==> config.mk <==
export PLATFORM = sky130hd
export DESIGN_NAME = mem_port_arbiter
export DESIGN_NICKNAME = d
export VERILOG_FILES = /design/src/rtl/mem_port_arbiter.sv
export SDC_FILE = /design/constraint.sdc
export NUM_CORES = 1
export LEC_CHECK = 0
export CAP_MARGIN = 5
export CORE_MARGIN = 2
export CORE_UTILIZATION = 45
export CTS_CLUSTER_DIAMETER = 150
export DETAILED_ROUTE_END_ITERATION = 6
export DONT_BUFFER_PORTS = 1
export GPL_TIMING_DRIVEN = 0
export RECOVER_POWER = 50
export SLEW_MARGIN = 0
export SYNTH_ARGS = -nofsm -noshare
export SYNTH_HDL_FRONTEND = slang
export SYNTH_SLANG_ARGS = --single-unit
==> constraint.sdc <==
create_clock -name clk -period 2.63 [get_ports clk]
set_input_delay 0.3945 -clock clk [delete_from_list [all_inputs] [get_ports clk]]
set_output_delay 0.3945 -clock clk [all_outputs]
set_load 0.005 [all_outputs]
==> src/rtl/mem_port_arbiter.sv <==
// Two-port arbiter in front of the single-port 8K x 18 memory: CPU sequencer on port 0, display scanner on port 1.
// Optional macro MEM_ARB_RR_EN selects round-robin tie-breaking; without it port 0 wins every tie.
module mem_port_arbiter #(
    parameter int AW      = 13,
    parameter int DW      = 18,
    parameter int MEM_LAT = 1
) (
    input  logic          clk,
    input  logic          rst,
    input  logic          req0,
    input  logic          we0,
    input  logic [AW-1:0] addr0,
    input  logic [DW-1:0] wdata0,
    output logic          gnt0,
    output logic          done0,
    output logic [DW-1:0] rdata0,
    input  logic          req1,
    input  logic          we1,
    input  logic [AW-1:0] addr1,
    input  logic [DW-1:0] wdata1,
    output logic          gnt1,
    output logic          done1,
    output logic [DW-1:0] rdata1,
    output logic [AW-1:0] mem_addr,
    output logic [DW-1:0] mem_wdata,
    output logic          mem_re,
    output logic          mem_we,
    input  logic [DW-1:0] mem_rdata,
    output logic          busy,
    output logic          owner
);

    localparam int CW = 4;

    typedef enum logic [2:0] {
        S_IDLE,
        S_ADDR,
        S_ACCESS,
        S_WAIT,
        S_DONE
    } state_t;

    state_t        state_q, state_d;
    logic          ptr_q, ptr_d;
    logic          seen_q, seen_d;
    logic          we_q, we_d;
    logic [AW-1:0] addr_q, addr_d;
    logic [DW-1:0] wdata_q, wdata_d;
    logic [CW-1:0] cnt_q, cnt_d;
    logic [DW-1:0] rdata0_q, rdata0_d;
    logic [DW-1:0] rdata1_q, rdata1_d;
    logic          sel1;

`ifdef MEM_ARB_RR_EN
    assign sel1 = req1 & (~req0 | ~ptr_q);
`else
    assign sel1 = req1 & ~req0;
`endif

    always_ff @(posedge clk or posedge rst) begin
        if (rst) begin
            state_q  <= S_IDLE;
            ptr_q    <= 1'b1;
            seen_q   <= 1'b0;
            we_q     <= 1'b0;
            addr_q   <= '0;
            wdata_q  <= '0;
            cnt_q    <= '0;
            rdata0_q <= '0;
            rdata1_q <= '0;
        end else begin
            state_q  <= state_d;
            ptr_q    <= ptr_d;
            seen_q   <= seen_d;
            we_q     <= we_d;
            addr_q   <= addr_d;
            wdata_q  <= wdata_d;
            cnt_q    <= cnt_d;
            rdata0_q <= rdata0_d;
            rdata1_q <= rdata1_d;
        end
    end

    // The pointer is loaded with the winner on entry to ADDR, so it doubles as the owner of the
    // transaction in flight and as the last-grant reference for the next tie.
    always_comb begin
        state_d  = state_q;
        ptr_d    = ptr_q;
        seen_d   = seen_q;
        we_d     = we_q;
        addr_d   = addr_q;
        wdata_d  = wdata_q;
        cnt_d    = cnt_q;
        rdata0_d = rdata0_q;
        rdata1_d = rdata1_q;
        gnt0     = 1'b0;
        gnt1     = 1'b0;
        done0    = 1'b0;
        done1    = 1'b0;
        mem_re   = 1'b0;
        mem_we   = 1'b0;
        case (state_q)
            S_IDLE: begin
                if (req0 || req1) begin
                    ptr_d   = sel1;
                    seen_d  = 1'b1;
                    we_d    = sel1 ? we1 : we0;
                    addr_d  = sel1 ? addr1 : addr0;
                    wdata_d = sel1 ? wdata1 : wdata0;
                    state_d = S_ADDR;
                end
            end
            S_ADDR: begin
                gnt0    = ~ptr_q;
                gnt1    = ptr_q;
                state_d = S_ACCESS;
            end
            S_ACCESS: begin
                mem_re  = ~we_q;
                mem_we  = we_q;
                cnt_d   = CW'(MEM_LAT - 1);
                state_d = S_WAIT;
            end
            S_WAIT: begin
                if (cnt_q == '0) begin
                    if (!we_q) begin
                        if (ptr_q) rdata1_d = mem_rdata;
                        else       rdata0_d = mem_rdata;
                    end
                    state_d = S_DONE;
                end else begin
                    cnt_d = cnt_q - 1'b1;
                end
            end
            S_DONE: begin
                done0   = ~ptr_q;
                done1   = ptr_q;
                state_d = S_IDLE;
            end
            default: state_d = S_IDLE;
        endcase
    end

    assign busy      = (state_q != S_IDLE);
    assign owner     = ptr_q & seen_q;
    assign mem_addr  = busy ? addr_q : '0;
    assign mem_wdata = busy ? wdata_q : '0;
    assign rdata0    = rdata0_q;
    assign rdata1    = rdata1_q;

endmodule

Word level (Yosys, flattened, before mapping) --
Index checks and enable logic that the tools add are counted.
Word-level totals: register bits 77, bits of input ports 86, output and inout bits 75
Operators by class: add/subtract/negate cells 1, equality and inequality tests 7, multiplexer cells 16, bitwise gates (word level) 5, reductions and logical operators 10
Operator list (count):
- 2-to-1 mux 18 bit | 2
- 2-to-1 mux 13 bit | 2
- case mux 3 bit (4 select lines) | 1
- case mux 4 bit (2 select lines) | 1
- AND reduction 4 bit | 2
- 2-to-1 mux 1 bit | 7
- equality test 3 x 2 -> 1 bit, second input constant | 2
- 2-to-1 mux 3 bit | 2
- inequality test 2 bit, second input constant | 3
- AND reduction 2 bit | 3
- zero test 4 bit | 1
- 2-to-1 mux 4 bit | 1
- subtractor 4 x 1 -> 4 bit, second input constant | 1
- equality test 3 x 1 -> 1 bit, second input constant | 1
- equality test 3 bit, second input constant | 1
- zero test 3 bit | 1
- inverter 1 bit | 3
- nonzero test 3 bit | 1
- AND 1 bit | 2
- nonzero test 2 bit | 1
- logical OR 1 bit | 1

Depth between registers and ports, before layout --
Gate-level depths: netlist (run 1).
depth in word-level cells 3, mapped depth 7, depth with buffers taken out 5

Worst setup path before layout (run 1) --
OpenSTA, ideal clock, no wires.
path type flip-flop to flip-flop, start register cnt_q[0], end register rdata0_q[0], in the netlist rdata0[0], setup time 0.128 ns, arrival 1.936 ns, data required time 2.502 ns, slack 0.566 ns, cell stages (with the launch flop) 8, buffers on the path 2, period minus slack after synthesis 2.064 ns, path through dfrtp_1 -> inv_1 -> ha_1 -> nand4bb_4 -> or4_1 -> buf_2 -> buf_4 -> mux2_1
Between the ends: longest elaborated chain between the ends 2
Ends and longest elaborated chain:
- start: declaration | RTL line 49 | logic [CW-1:0] cnt_q, cnt_d;
- start signal: assignment | RTL line 78 | cnt_q <= cnt_d;
- zero test 4 bit | RTL line 125 | if (cnt_q == '0) begin
- AND reduction 4 bit (no source line)
- end signal: assignment | RTL line 79 | rdata0_q <= rdata0_d;
- end: declaration | RTL line 50 | logic [DW-1:0] rdata0_q, rdata0_d;
Every way passes these cells. A chain may end at the register's enable or synchronous reset.

Final worst setup path (run 1) --
start register cnt_q[1], end register rdata0_q[9], in the netlist rdata0[9]
Same word-level chain as after synthesis.

==> metrics, run 1 <==
post-synthesis cell type count=36; Synth Area in Adders=less than 1%; final WL=roughly 7900 microns; largest family of logic cells by synthesized area=multiplexers; mux share of post-synthesis cell area=21.06%; FF+latch count, synth=77; CP delay by family, top=simple AND/OR/NAND/NOR gates; GRT busiest layer=met2; port bufs=0; fin crit share=roughly nine tenths; Detailed Place HPWL=approximately 5700 microns; IO Count=161; Routed Antenna Nets=0; pre-CTS WS=0.3781 ns; Iteration-0 DRC Markers=64; mean routed wirelength per cell=18.41 microns; FFs w/ async S/R, synth=100.0%; clock-pin transition on the worst setup and hold timing paths=0.09 ns; routed vias/inst=5.642; P&R area growth vs syn=9.562%; final count of hold timing violations=0; fmax=429.4 MHz; Setup WS post-layout=roughly 0.30 ns; Global Route met1 Usage=between 20% and 30%; n_diodes=0; Clk Latency, worst-skew pair=between 0.3 and 0.4 ns; Post-Syn Area=3625 sq um; Compound-Gate Fraction of Synth Area=a little over a tenth; Worst setup SP type=register; cell area power density=between 1000 and 1500 nW/um^2; RSZ-0062 raised after global routing=false; Die Wd=93.75 microns; vias in the first global route=~2500; multi-input logic area=approximately 1600 sq um; GPL Wtd Cong=0.7514; Syn Area/Cell=about 12 sq um; fin nets=~410; Synth area leaders=dfrtp_1, o21ai_0, mux2i_1; hold crit path type=in2reg; layout cells sized above 1=10.67%; # H-tree levels=3; Leak=1.671 nW; first-pass GRT wire length=12450 microns; worst-margin pin slew=1.545 ns; Bufs on Longest Clock Path=2; VDD IR max=0.3792 mV; placed cell area=between 3000 and 4000 sq um; status=finished, violations left; gr usage total=18.33%; first drt pass iteration count=4; initial antenna violation count=0; clock root buffer=clkbuf_8; Core ar.=7767 sq um; min cycle time layout=2.329 ns; Post-CTS Setup Bufs=0; maxcap violations=1; die height=93.75 microns; worst setup path class=reg2reg; Residual DRC=0; slowest CP cell=or4_1; Post-Syn Nets=398; Yosys warning total=0; post-synthesis xor/xnor area fraction=0%; Cells after Synth=310; Initial Utilization=46.67%; failing checks=max-capacitance violations, max-slew violations; EDFF count, synth=0; Buf+Inv Stages, Crit Path=3; largest net degree at the start of global routing=40; post-synth top area cell=dfrtp_1; top cell type's share of synthesized area=between 50% and 60%; Synth Flop Type=dfrtp_1; CTS Sinks=77; Num CTS Buffers=9; M2 GR Usage=27.56%; most frequent cell after synthesis=dfrtp_1; Sequential Area=1928 sq um; Final Power=0.004514 W; GRT overflow=0; Slew Limit Fails=39; slew margin rel.=-3.136%; Cell Rows=32; DR vias=2426; highest cell delay on the worst timing path=0.52 ns; Final Instance Area=3971 sq um; Post-Synth Simple-Gate Area=11.15%; clk_skew=around 0.0073 ns; register area share after synthesis=53.19%; crit path max fanout=10; GRT met3 Usage=7.785%; crit path DAT=2.56 ns; required time of the critical path=around 2.9 ns; # setup viols final=0; element type at the critical path end=register; Die Area=roughly 8800 sq um; synth cell count leaders=dfrtp_1, o21ai_0, and2_1, mux2i_1, mux2_1; Layout fillers=734; critical-path cell list=inv_1, ha_1, nand4bb_1, or4_1, buf_2, buf_4, mux2_1; CTS tree=yes
logic make-up after synthesis:
family                     Yosys count
adders and majority gates            2
AOI/OAI and AO/OA                   73
muxes                               68
buffers and inverters               27
DFF                                 77
and+or+nand+nor                     63
flip-flops by register name (all words and copies together) (netlist names):
signal and count:
addr_q 13, cnt_q 4, ptr_q 1, rdata0 18, rdata1 18, seen_q 1, state_q 3, wdata_q 18
we_q 1
per-stage QoR:
step / setup TNS, ns / hold slack [ns] / cells / utilization [%]
final: 0 / 0.1757 / 430 / 51.13
after detailed placement: 0 / 0.3394 / 413 / 48.60
after global routing: 0 / 0.1493 / 430 / 51.13
after floorplan: 0 / 0.4252 / 310 / -
after CTS: 0 / 0.1565 / 430 / 51.30
after global placement: -47.64 / 0.4440 / 412 / 48.31
layout by cell type, fill, tap and decap left out, drive strengths merged, types with 3 or more instances in the layout:
cell / netlist / routed
mux2: 36 / 36
inv: 4 / 6
dfrtp: 76 / 76
clkbuf: 14 / 24
nor2b: 3 / 3
nand2b: 3 / 3
buf: 8 / 9
nor3: 4 / 4
o21ai: 66 / 66
nor2: 6 / 6
mux2i: 32 / 32
nand2: 4 / 4
and2: 32 / 32
final timing paths:
kind	from	endpoint	slack, ns	cells after the start
setup / recovery	cnt_q[1]	rdata0[9]	0.30	7
hold / removal	mem_rdata[12]	rdata0[12]	0.18	1
setup reg to reg	cnt_q[1]	rdata0[9]	0.30	7
hold reg to reg	seen_q	seen_q	0.47	1
max in group asynchronous	rst	seen_q	0.75	2
min in group asynchronous	rst	rdata0[14]	0.98	2
per-layer routing:
layer  part of all wire, %  vias to the layer above
li1                      -                     1119
met1                    42                     1175
met2                    44                      119
met3                    11                       13
met4                   1.8                        0
met5                     0                        -
final cells by class:
type | count | area share (%)
inverters | 5 | 0.5041
flip-flops and latches | 77 | 48.55
clock buffers | 10 | 3.214
repair buffers | 2 | 0.7561
multi-input cells | 206 | 39.45
well taps | 102 | 3.214
clock inverters | 6 | 1.796
plain buffers | 22 | 2.520
report_power, final:
part	leakage [nW]	switching, W	internal, W
combinational	0.648	0.000840	0.000668
sequential	0.930	0.000357	0.00175
clock	0.0935	0.000456	0.000447
total	1.67	0.00165	0.00286
what timing repair did:
| action | CTS | global route |
|---|---|---|
| setup endpoints to repair | 1 | 9 |
| hold endpoints to repair | 37 | 0 |
| hold buffers | 1 | 0 |
| resized for setup | 1 | 1 |
Power figures use the tool's default switching activity.
==> run 2: changes to the inputs <==
- TNS_END_PERCENT: unset -> 30
==> results of run 2 <==
Same layout as run 1: the final DEF is identical, and so are final timing and power.
==> run 3: changes to the inputs <==
- SKIP_LAST_GASP: unset -> 1
==> results of run 3 <==
Same layout as run 1: the final DEF is identical, and so are final timing and power.
